## src/rtl/data_mem_arbiter_pkg.sv

```systemverilog
// Shared types for the data-memory port arbiter: requester ids and the muxed request payload.
package data_mem_arbiter_pkg;

    localparam int REQ_LSU   = 0;
    localparam int REQ_FETCH = 1;

    // The rs id is carried next to this payload because its width is a module parameter.
    typedef struct packed {
        logic [4:0]  reg_addr;
        logic [31:0] address;
        logic [3:0]  write_en;
        logic [31:0] write_data;
        logic [3:0]  read_en;
    } mem_req_t;

endpackage

```

## src/rtl/data_mem_arbiter_tag_fifo.sv

```systemverilog
// In-order FIFO of 1-bit requester ids, one entry per request still awaiting its memory response.
module mem_tag_fifo #(
    parameter int DEPTH = 4
) (
    input  logic clk,
    input  logic rst,
    input  logic push,
    input  logic push_id,
    input  logic pop,
    output logic full,
    output logic empty,
    output logic head
);

    localparam int PTR_W = (DEPTH > 1) ? $clog2(DEPTH) : 1;
    localparam int CNT_W = $clog2(DEPTH + 1);

    logic [DEPTH-1:0] tag_q, tag_d;
    logic [PTR_W-1:0] wr_ptr_q, wr_ptr_d;
    logic [PTR_W-1:0] rd_ptr_q, rd_ptr_d;
    logic [CNT_W-1:0] count_q, count_d;
    logic             do_push, do_pop;

    function automatic logic [PTR_W-1:0] ptr_inc(input logic [PTR_W-1:0] p);
        return (p == PTR_W'(DEPTH - 1)) ? '0 : p + 1'b1;
    endfunction

    assign full  = (count_q == CNT_W'(DEPTH));
    assign empty = (count_q == '0);
    assign head  = tag_q[rd_ptr_q];

    always_comb begin
        tag_d    = tag_q;
        wr_ptr_d = wr_ptr_q;
        rd_ptr_d = rd_ptr_q;
        count_d  = count_q;
        // A full FIFO refuses a push even when a pop frees a slot in the same cycle.
        do_push  = push & ~full;
        do_pop   = pop & ~empty;
        if (do_push) begin
            tag_d[wr_ptr_q] = push_id;
            wr_ptr_d        = ptr_inc(wr_ptr_q);
        end
        if (do_pop) begin
            rd_ptr_d = ptr_inc(rd_ptr_q);
        end
        if (do_push && !do_pop) begin
            count_d = count_q + 1'b1;
        end else if (do_pop && !do_push) begin
            count_d = count_q - 1'b1;
        end
    end

    always_ff @(posedge clk) begin
        if (!rst) begin
            wr_ptr_q <= '0;
            rd_ptr_q <= '0;
            count_q  <= '0;
        end else begin
            wr_ptr_q <= wr_ptr_d;
            rd_ptr_q <= rd_ptr_d;
            count_q  <= count_d;
        end
    end

    always_ff @(posedge clk) begin
        tag_q <= tag_d;
    end

endmodule

```

## src/rtl/data_mem_arbiter.sv

```systemverilog
// Round-robin arbiter sharing one memory port between the load/store unit and instruction fetch,
// with the grant held through memory stalls and responses routed back by an in-order tag FIFO.
module data_mem_arbiter
    import data_mem_arbiter_pkg::*;
#(
    parameter int RS_ID_WIDTH     = 5,
    parameter int MAX_OUTSTANDING = 4
) (
    input  logic                         clk,
    input  logic                         rst,
    input  logic [1:0]                   req_valid,
    output logic [1:0]                   req_ready,
    input  logic [1:0][RS_ID_WIDTH-1:0]  req_rs_id,
    input  logic [1:0][4:0]              req_reg_addr,
    input  logic [1:0][31:0]             req_address,
    input  logic [1:0][3:0]              req_write_en,
    input  logic [1:0][31:0]             req_write_data,
    input  logic [1:0][3:0]              req_read_en,
    output logic                         mem_req_valid,
    input  logic                         mem_req_ready,
    output logic [RS_ID_WIDTH-1:0]       mem_rs_id,
    output logic [4:0]                   mem_reg_addr,
    output logic [31:0]                  mem_address,
    output logic [3:0]                   mem_write_en,
    output logic [31:0]                  mem_write_data,
    output logic [3:0]                   mem_read_en,
    input  logic                         mem_resp_valid,
    output logic                         mem_resp_ready,
    input  logic [RS_ID_WIDTH-1:0]       mem_resp_rs_id,
    input  logic [4:0]                   mem_resp_reg_addr,
    input  logic [31:0]                  mem_read_data,
    output logic [1:0]                   resp_valid,
    input  logic [1:0]                   resp_ready,
    output logic [RS_ID_WIDTH-1:0]       resp_rs_id,
    output logic [4:0]                   resp_reg_addr,
    output logic [31:0]                  resp_data
);

    logic     grant;
    logic     accept, stall, pop;
    logic     fifo_full, fifo_empty, fifo_head;
    logic     last_grant_q, last_grant_d;
    logic     lock_q, lock_d;
    logic     locked_id_q, locked_id_d;
    mem_req_t sel;

    // A stalled grant stays locked so the other requester cannot change the fields mid-request.
    always_comb begin
        grant = ~last_grant_q;
        if (lock_q) begin
            grant = locked_id_q;
        end else if (req_valid == 2'b01) begin
            grant = 1'(REQ_LSU);
        end else if (req_valid == 2'b10) begin
            grant = 1'(REQ_FETCH);
        end
    end

    assign mem_req_valid = rst & (|req_valid) & ~fifo_full;
    assign accept        = mem_req_valid & mem_req_ready;
    assign stall         = mem_req_valid & ~mem_req_ready;

    always_comb begin
        req_ready        = '0;
        req_ready[grant] = accept;
    end

    always_comb begin
        sel.reg_addr   = req_reg_addr[grant];
        sel.address    = req_address[grant];
        sel.write_en   = req_write_en[grant];
        sel.write_data = req_write_data[grant];
        sel.read_en    = req_read_en[grant];
    end

    assign mem_rs_id      = req_rs_id[grant];
    assign mem_reg_addr   = sel.reg_addr;
    assign mem_address    = sel.address;
    assign mem_write_en   = sel.write_en;
    assign mem_write_data = sel.write_data;
    assign mem_read_en    = sel.read_en;

    always_comb begin
        last_grant_d = last_grant_q;
        lock_d       = lock_q;
        locked_id_d  = locked_id_q;
        if (accept) begin
            last_grant_d = grant;
            lock_d       = 1'b0;
        end else if (stall) begin
            lock_d      = 1'b1;
            locked_id_d = grant;
        end
    end

    // last_grant resets to FETCH so the LSU wins the first tie.
    always_ff @(posedge clk) begin
        if (!rst) begin
            last_grant_q <= 1'(REQ_FETCH);
            lock_q       <= 1'b0;
            locked_id_q  <= 1'b0;
        end else begin
            last_grant_q <= last_grant_d;
            lock_q       <= lock_d;
            locked_id_q  <= locked_id_d;
        end
    end

    always_comb begin
        resp_valid            = '0;
        resp_valid[fifo_head] = rst & mem_resp_valid & ~fifo_empty;
    end

    assign mem_resp_ready = rst & resp_ready[fifo_head] & ~fifo_empty;
    assign pop            = mem_resp_valid & mem_resp_ready;
    assign resp_rs_id     = mem_resp_rs_id;
    assign resp_reg_addr  = mem_resp_reg_addr;
    assign resp_data      = mem_read_data;

    mem_tag_fifo #(
        .DEPTH (MAX_OUTSTANDING)
    ) u_tag_fifo (
        .clk     (clk),
        .rst     (rst),
        .push    (accept),
        .push_id (grant),
        .pop     (pop),
        .full    (fifo_full),
        .empty   (fifo_empty),
        .head    (fifo_head)
    );

endmodule

```

## config.mk

```make
export PLATFORM = sky130hd
export DESIGN_NAME = data_mem_arbiter
export DESIGN_NICKNAME = d
export VERILOG_FILES = /design/src/rtl/data_mem_arbiter_pkg.sv /design/src/rtl/data_mem_arbiter_tag_fifo.sv /design/src/rtl/data_mem_arbiter.sv
export SDC_FILE = /design/constraint.sdc
export NUM_CORES = 1
export LEC_CHECK = 0
export ABC_AREA = 1
export CORE_AREA = 2 2 133 135
export DETAILED_ROUTE_END_ITERATION = 10
export DIE_AREA = 0 0 135 137
export PLACE_DENSITY = 0.49
export SKIP_CTS_REPAIR_TIMING = 1
export SYNTH_ARGS = -nofsm -noshare
export SYNTH_HDL_FRONTEND = slang
export SYNTH_SLANG_ARGS = --single-unit
```

## constraint.sdc

```tcl
create_clock -name clk -period 3.74 [get_ports clk]
set_input_delay 0.748 -clock clk [delete_from_list [all_inputs] [get_ports clk]]
set_output_delay 0.748 -clock clk [all_outputs]
set_load 0.005 [all_outputs]
```

* Word level (Yosys, flattened, before mapping)
Index checks and enable logic that the tools add are counted.
Cells by class: add/subtract/negate cells 4, $lt $le $gt $ge 7, equality and inequality tests 5, multiplexer cells 30, bitwise operators 19, reductions and logical operators 12
Operators with widths (number):
- 32-bit 2-to-1 mux | 4
- 5-bit 2-to-1 mux | 4
- 4-bit 2-to-1 mux | 4
- 1-bit bitwise AND | 11
- 1-bit 2-to-1 mux | 9
- 2-bit equality test, second input constant | 3
- 2-bit by 3-bit less-than comparator with 1-bit output, second input constant | 2
- 3-bit 2-to-1 mux | 2
- 1-bit inverter | 6
- 1-bit logical AND | 5
- 2-bit by 1-bit adder with 2-bit output, second input constant | 2
- 2-bit bitwise AND | 2
- 4-bit bitwise mux | 1
- 1-bit by 2-bit less-than comparator with 1-bit output, second input constant | 2
- 2-bit 2-to-1 mux | 2
- 2-bit OR reduction | 2
- 3-bit by 1-bit adder with 3-bit output, second input constant | 1
- 3-bit equality test, second input constant | 1
- 3-bit logical NOT | 1
- 3-bit by 1-bit subtractor with 3-bit output, second input constant | 1
- 1-bit binary-select mux with 2-bit select | 1
- 1-bit demux with 1-bit select | 2
- 1-bit demux with 2-bit select | 1
- 2-bit by 1-bit equality test with 1-bit output, second input constant | 1
- other kinds (5) | 7
Word-level totals: register bits 14, input bits 214, logic and storage cells 84

* Logic depth before layout (Yosys ltp)
Gate-level depths: netlist of the first run.
word-level depth 11, gate-level depth with buffers 14, mapped depth without buffers 14

* Cells and area by module
Synthesis of the first run repeated with hierarchy kept, for this count alone.
Unflattened totals: cells, all modules 428, area, all modules 2242.2 um^2
By module, submodules not included:
- data_mem_arbiter | instances 1, cells each 349, area each 1612.8 um^2, sequential area each 60.1 um^2
- mem_tag_fifo | instances 1, cells each 79, area each 629.4 um^2, sequential area each 260.2 um^2

* Least setup slack after synthesis of the first run
Ideal clock, no wire load.
kind input to register, start point input port rst, end point register u_tag_fifo.count_q[2], arrival 2.173 ns, data required time 3.670 ns, slack 1.497 ns, stages 14, buffers on the path 0, path through inv_1 nor2_1 nand2_1 inv_1 nand2_2 inv_1 ha_1 inv_1 fa_1 nor2_1 nor2_1 nand2_1 o21ai_0 a21oi_1
Between the ends: longest elaborated chain between the ends 7, elaborated cells between the ends (all ways) 14, those cells by class mux (1); bitwise (8); reduce/logical (5)
Ends and longest elaborated chain:
- from (decl) | RTL line data_mem_arbiter.sv:10 | input logic rst,
- 1-bit bitwise AND * (2 in a row) | RTL line data_mem_arbiter.sv:59 | assign mem_req_valid = rst & (|req_valid) & ~fifo_full;
- net mem_req_valid | RTL line data_mem_arbiter.sv:19 | output logic mem_req_valid,
- 1-bit bitwise AND * | RTL line data_mem_arbiter.sv:60 | assign accept = mem_req_valid & mem_req_ready;
- 1-bit bitwise AND * | RTL line data_mem_arbiter_tag_fifo.sv:38 | do_push = push & ~full;
- net u_tag_fifo.do_push | RTL line data_mem_arbiter_tag_fifo.sv:22 | logic do_push, do_pop;
- 1-bit logical NOT | RTL line data_mem_arbiter_tag_fifo.sv:49 | end else if (do_pop && !do_push) begin
- 1-bit logical AND | RTL line data_mem_arbiter_tag_fifo.sv:49
- 2-bit nonzero test (no line)
- to (signal assigned) | RTL line data_mem_arbiter_tag_fifo.sv:62 | count_q <= count_d;
- to (decl) | RTL line data_mem_arbiter_tag_fifo.sv:21 | logic [CNT_W-1:0] count_q, count_d;
Mark *: on every way through the listed nets, which the timed path passes. The rest lies on a longest branch. A chain may end at the register's enable or synchronous reset.

* Final worst setup path of the first run
start point input port req_valid[1], end point output port mem_address[22]
Between the ends: longest elaborated chain between the ends 6, elaborated cells between the ends (all ways) 7, those cells by class eq/ne (2); mux (5)
Ends and longest elaborated chain:
- from (decl) | RTL line data_mem_arbiter.sv:11 | input logic [1:0] req_valid,
- 2-bit equality test | RTL line data_mem_arbiter.sv:54 | end else if (req_valid == 2'b10) begin
- 1-bit 2-to-1 mux | RTL line data_mem_arbiter.sv:54
- 1-bit 2-to-1 mux * | RTL line data_mem_arbiter.sv:52 | end else if (req_valid == 2'b01) begin
- 1-bit 2-to-1 mux * | RTL line data_mem_arbiter.sv:50 | if (lock_q) begin
- 32-bit 2-to-1 mux (not written as such) * (2 in a row) | RTL line data_mem_arbiter.sv:70 | sel.address = req_address[grant];
- to (decl) | RTL line data_mem_arbiter.sv:23 | output logic [31:0] mem_address,
Mark *: on every way between the ends. The rest lies on a longest branch, timed or not. The select of a mux whose other input is x is not followed.

==> impl_metrics.toml, run 1 <==
[detailed_routing]
drc = 0
via_per_inst = 3.61
wl_per_cell_um = 12.1
ant_nets = 0
firstDrtPassIters = 4
vias = 3050
wl_mm = 10.2
drt_iter0_markers = 74

[power]
vdd_ir_drop_max_uv = 144
p_comb_share_pct = 65.0
power.leakage_nw = 2.19
power.density_nw_per_um2 = 229
p_total_mw = 1.08
clockPowerShare_pct = 18.7
p_sw_share_pct = 30.5
intPower_mw = 0.753
p_seq_share_pct = 16.4
switching_power_mw = 0.331

[critical_path]
r2r_setup_slack_ns = 1.66
cp_common_cell = "nand2_1"
crit_arrival_ns = 2.56
crit_family = "buffers and inverters"
crit_path_start_kind = "input port"
crit_slowest_cell = "clkdlybuf4s50_1"
cpPeakStageDelay_ns = 0.52
required_ns = 2.99
path_class = "in -> out"
crit_buf_inv = 4
cp-end-kind = "output pin"
crit_chain = "clkdlybuf4s50_1 > inv_1 > a21oi_1 > nand2_1 > nand2_4 > buf_12 > nand2_1 > nand2_1 > clkdlybuf4s50_1"
crit_fanout = 63

[layout]
antenna_cells = 0
multi_input_area_um2 = 1300
fillers = 1919
area_delta_synth_final_pct = 116
layout-drive-gt1-share_pct = 2.10
ff_latch_area_um2 = 320
nets = 842

[timing]
max_clock_freq_mhz = 302
drv_slew = 0
max_slew_margin_pct = 80.4
setup_viol = 0
rsz0062_at_grt = "no"
fin_hold_ws_ns = 0.477
hold_viol_final = 0
setup_tns_ns = 0
fin_skew_ns = 0.00167
fin_crit_sh_pct = 88.4
worstMarginPinSlew_ns = 0.294
period_minus_slack_ns = 3.31

[grt]
track_usage_pct = 9.46
overflow = 0
grt_pass1_vias = 2762
grt_start_max_net_pins = 64
grt_pass1_wl_mm = 14.0
antenna_found_initial = 0

[yosys]
syn-num-nets = 634
netlist_top_cells_area = "nand2_1 45%, buf_4 15%, dfxtp_1 9.1%"
synth.distinct_cells = 19
ys_warn_count = 0
avgSynthCellArea_um2 = 5.32
synth_top_area_share_pct = 45.1
seq_area_frac_synth_pct = 14.6
synth_area_um2 = 2200
syn_inst = 413
yosysTopAreaCell = "nand2_1"
ys_ff_latch = 14

[cts]
cts_buffer_depth = 2
clock-sinks = 14
clkTransAtPathRegs_ns = 0.05
cts_made_buffers = 3
cts_tree = "done"
htreeDepth = 1
clk_latency_ns = 0.24
clock-root-buffer = "clkbuf_16"

[floorplan]
row_count = 48
die_h_um = 137
start_util_pct = 12.9
die_area_um2 = 18500
io_pins = 344
core_area_um2 = 17100
die_x_um = 135

[placed_design]
finalWeightedCongestion = 0.680
port-buffer-count = 259
hpwl_mm = 8.50

[min_path]
hold_path_class = "reg -> reg"

[outcome]
outcome = "complete, no violations"

[run]
cap_violations = 0
-- cells in the final DEF (no fill, tap or decap), types with 3 or more instances in the layout --
| cell type | n |
|---|---|
| a21oi_1 | 8 |
| buf_12 | 3 |
| clkbuf_16 | 3 |
| clkdlybuf4s50_1 | 259 |
| dfxtp_1 | 10 |
| edfxtp_1 | 4 |
| ha_1 | 6 |
| inv_1 | 20 |
| nand2_1 | 264 |
| nand3_1 | 6 |
| nor2_1 | 19 |
| o21ai_0 | 6 |
-- tightest hold or removal path, stage by stage, from the launching register on --
cell and delay [ns]:
dfxtp_1 0.32, nand2_1 0.05, nand3_1 0.07
-- power by group through the flow --
stage	logic, mW	clock network (mW)	registers (mW)
finish	0.704	0.202	0.178
detailed placement	0.715	0	0.180
global route	0.777	0.215	0.179
floorplan	0.296	0	0.178
CTS	0.719	0.208	0.178
global placement	0.720	0	0.180
-- per-layer routing --
layer / vias to the layer above / share of wire [%] / track usage, %
met5: - / 0 / 0
met4: 0 / 2.2 / 2.60
met3: 18 / 11 / 2.93
met2: 171 / 50 / 17.9
met1: 1256 / 37 / 10.1
li1: 1605 / - / -
-- per-stage QoR --
stage,instances,area (µm²),util [%],worst slack [ns]
floorplan,413,2200,-,1.50
global placement,841,4660,27.3,0.367
detailed placement,841,4660,27.3,0.391
CTS,845,4730,27.8,0.383
global route,845,4730,27.8,0.273
finish,845,4730,27.8,0.434
-- final cells by class --
| type | count | area share [%] |
|---|---|---|
| Clock buffer | 4 | 1.66 |
| Inverter | 22 | 1.74 |
| Multi-Input combinational cell | 316 | 27.5 |
| Sequential cell | 14 | 6.77 |
| Tap cell | 225 | 5.95 |
| Timing Repair Buffer | 264 | 56.3 |
-- synth_stat cells --
cell type,instances
buf_4,43
inv_2,2
a21oi_1,8
inv_1,20
o21ai_1,1
nand2_1,264
o21ai_0,6
nor3_1,1
ha_1,6
dfxtp_1,10
nand3_2,1
edfxtp_1,4
nand3_1,6
buf_6,13
nor2_1,19
fa_1,1
buf_2,5
nand2_2,2
and3b_1,1
-- state kept, by name, summed over array words and instances, names as in the netlist --
| name | cells |
|---|---|
| u_tag_fifo.wr_ptr_q | 2 |
| u_tag_fifo.count_q | 3 |
| lock_q | 1 |
| u_tag_fifo.tag_q | 4 |
| last_grant_q | 1 |
| locked_id_q | 1 |
| u_tag_fifo.rd_ptr_q | 2 |
-- final timing paths --
kind | cells after the start | endpoint | startpoint
setup / recovery | 9 | mem_address[22] | req_valid[1]
hold / removal | 2 | last_grant_q$_SDFFE_PN1N_ | last_grant_q$_SDFFE_PN1N_
hold reg to reg | 2 | last_grant_q$_SDFFE_PN1N_ | last_grant_q$_SDFFE_PN1N_
setup reg to reg | 14 | u_tag_fifo.count_q[2]$_SDFFE_PN0P_ | u_tag_fifo.count_q[1]$_SDFFE_PN0P_
-- logic make-up (layout without fill, tap and decap cells) --
family | count (synthesis) | after routing | share of synthesized area, %
simple gates | 294 | 294 | 51.4
compound gates | 15 | 15 | 3.42
flops | 14 | 14 | 14.6
fa+ha+maj | 7 | 7 | 4.33
buf+inv | 83 | 290 | 26.3
Note: power is estimated with default switching activity, not from simulation.
==> run 2, diff against run 1 <==
==> constraint.sdc (replaced) <==
create_clock -name clk -period 3.74 [get_ports clk]
set_input_delay 0.748 -clock clk [delete_from_list [all_inputs] [get_ports clk]]
set_output_delay 0.748 -clock clk [all_outputs]
set_load 0.05 [all_outputs]
==> impl_metrics.toml, run 2 (synthesized netlist as in run 1, its figures left out) <==
[critical_path]
crit_arrival_ns = 2.53
cp-end-kind = "output pin"
path_class = "in -> out"
crit_start = "rst"
cpPeakStageDelay_ns = 0.80
crit_cells = 4
crit_path_start_kind = "input port"
crit_family = "buffers and inverters"
crit_buf_inv = 2
rr_startpoint = "u_tag_fifo.count_q[1]$_SDFFE_PN0P_"
endpoint = "mem_resp_ready"
crit_chain = "clkdlybuf4s50_1 > nand2_1 > and3b_1 > clkdlybuf4s50_1"
r2r_setup_slack_ns = 1.70
crit_slowest_cell = "clkdlybuf4s50_1"
timing.rr.end = "u_tag_fifo.count_q[2]$_SDFFE_PN0P_"
required_ns = 2.99
crit_fanout = 8
worst_r2r_path_depth = 14
cp_common_cell = "clkdlybuf4s50_1"

[timing]
period_minus_slack_ns = 3.28
worstMarginPinSlew_ns = 0.518
rsz0062_at_grt = "no"
max_slew_margin_pct = 65.5
max_clock_freq_mhz = 305
setup_viol = 0
drv_slew = 0
fin_hold_ws_ns = 0.471
fin_crit_sh_pct = 87.7
setup_tns_ns = 0
fin_skew_ns = 0.00148
fin_ws_ns = 0.462
hold_viol_final = 0

[placed_design]
port-buffer-count = 259
dpl_cell_area_um2 = 5460
place_ws_ns = 0.431
place_inst = 840
hpwl_mm = 8.79
finalWeightedCongestion = 0.707

[layout]
mostFrequentLayoutCell = "nand2_1"
reg_top3 = "u_tag_fifo.tag_q (4), u_tag_fifo.count_q (3)"
largest_register_ffs = 4
nets = 841
layout-drive-gt1-share_pct = 16.0
fin_cells = 844
most-common-layout-cells = "264 x nand2_1, 172 x clkdlybuf4s50_1, 85 x buf_12, 20 x inv_1, 19 x nor2_1"
top_register = "u_tag_fifo.tag_q"
postLayoutCellArea_um2 = 5540
area_delta_synth_final_pct = 152
antenna_cells = 0

[floorplan]
die_h_um = 137
core_area_um2 = 17100
row_count = 48
die_x_um = 135
start_util_pct = 12.9
io_pins = 344
die_area_um2 = 18500

[cts]
clk_latency_ns = 0.24
clock-sinks = 14
htreeDepth = 1
clkTransAtPathRegs_ns = 0.04
cts_made_buffers = 3
cts_tree = "done"
clock-root-buffer = "clkbuf_16"
cts_buffer_depth = 2

[detailed_routing]
wl_per_cell_um = 12.3
vias = 3015
ant_nets = 0
wl_mm = 10.4
firstDrtPassIters = 4
drc = 0
drt_iter0_markers = 55
via_per_inst = 3.57

[power]
power.leakage_nw = 2.63
vdd_ir_drop_max_uv = 163
power.density_nw_per_um2 = 329

[grt]
grt_start_max_net_pins = 84
overflow = 0
antenna_found_initial = 0
grt_pass1_vias = 2860
grt_pass1_wl_mm = 15.0
track_usage_pct = 10.1

[min_path]
hold_path_class = "reg -> reg"

[outcome]
outcome = "complete, no violations"

[run]
cap_violations = 0
run 2: layout make-up:
class,count,area (µm²)
clock buffers,4,78.8
fillers,1809,11500
inverters,22,82.6
multi-input cells,316,1300
flip-flops and latches,14,320
well taps,225,282
repair buffers,263,3470
run 2: worst min path at each step:
| stage | startpoint | to | slack, ns | depth (start not counted) |
|---|---|---|---|---|
| after CTS | last_grant_q$_SDFFE_PN1N_ | last_grant_q$_SDFFE_PN1N_ | 0.48 | 2 |
| after floorplan | last_grant_q$_SDFFE_PN1N_ | last_grant_q$_SDFFE_PN1N_ | 0.44 | 2 |
| after global routing | u_tag_fifo.count_q[2]$_SDFFE_PN0P_ | u_tag_fifo.count_q[2]$_SDFFE_PN0P_ | 0.51 | 2 |
| final | last_grant_q$_SDFFE_PN1N_ | last_grant_q$_SDFFE_PN1N_ | 0.47 | 2 |
| after global placement | last_grant_q$_SDFFE_PN1N_ | last_grant_q$_SDFFE_PN1N_ | 0.46 | 2 |
| after detailed placement | last_grant_q$_SDFFE_PN1N_ | last_grant_q$_SDFFE_PN1N_ | 0.47 | 2 |
run 2: per-layer routing:
layer / GRT usage (%) / part of all wire, % / vias to the layer above
li1: - / - / 1604
met1: 10.4 / 34 / 1220
met2: 19.1 / 52 / 171
met3: 3.59 / 12 / 20
met4: 3.13 / 2.2 / 0
met5: 0 / 0 / -
run 2: per-stage QoR:
step	power, mW	utilization (%)
floorplan	0.984	-
global placement	1.63	32.0
detailed placement	1.64	32.0
CTS	1.85	32.5
global route	1.91	32.5
finish	1.82	32.5
run 2: tightest hold or removal path, delay by kind of cell, from the launching register on:
kind	cells	cell delay, ns
flip-flops	1	0.32
AND/OR/NAND/NOR	2	0.12
run 2: where the power goes:
part           switching [mW]  leakage (nW)  internal [mW]
Combinational           0.758          2.48          0.682
Sequential            0.00810         0.119          0.169
Clock                  0.0594        0.0382          0.144
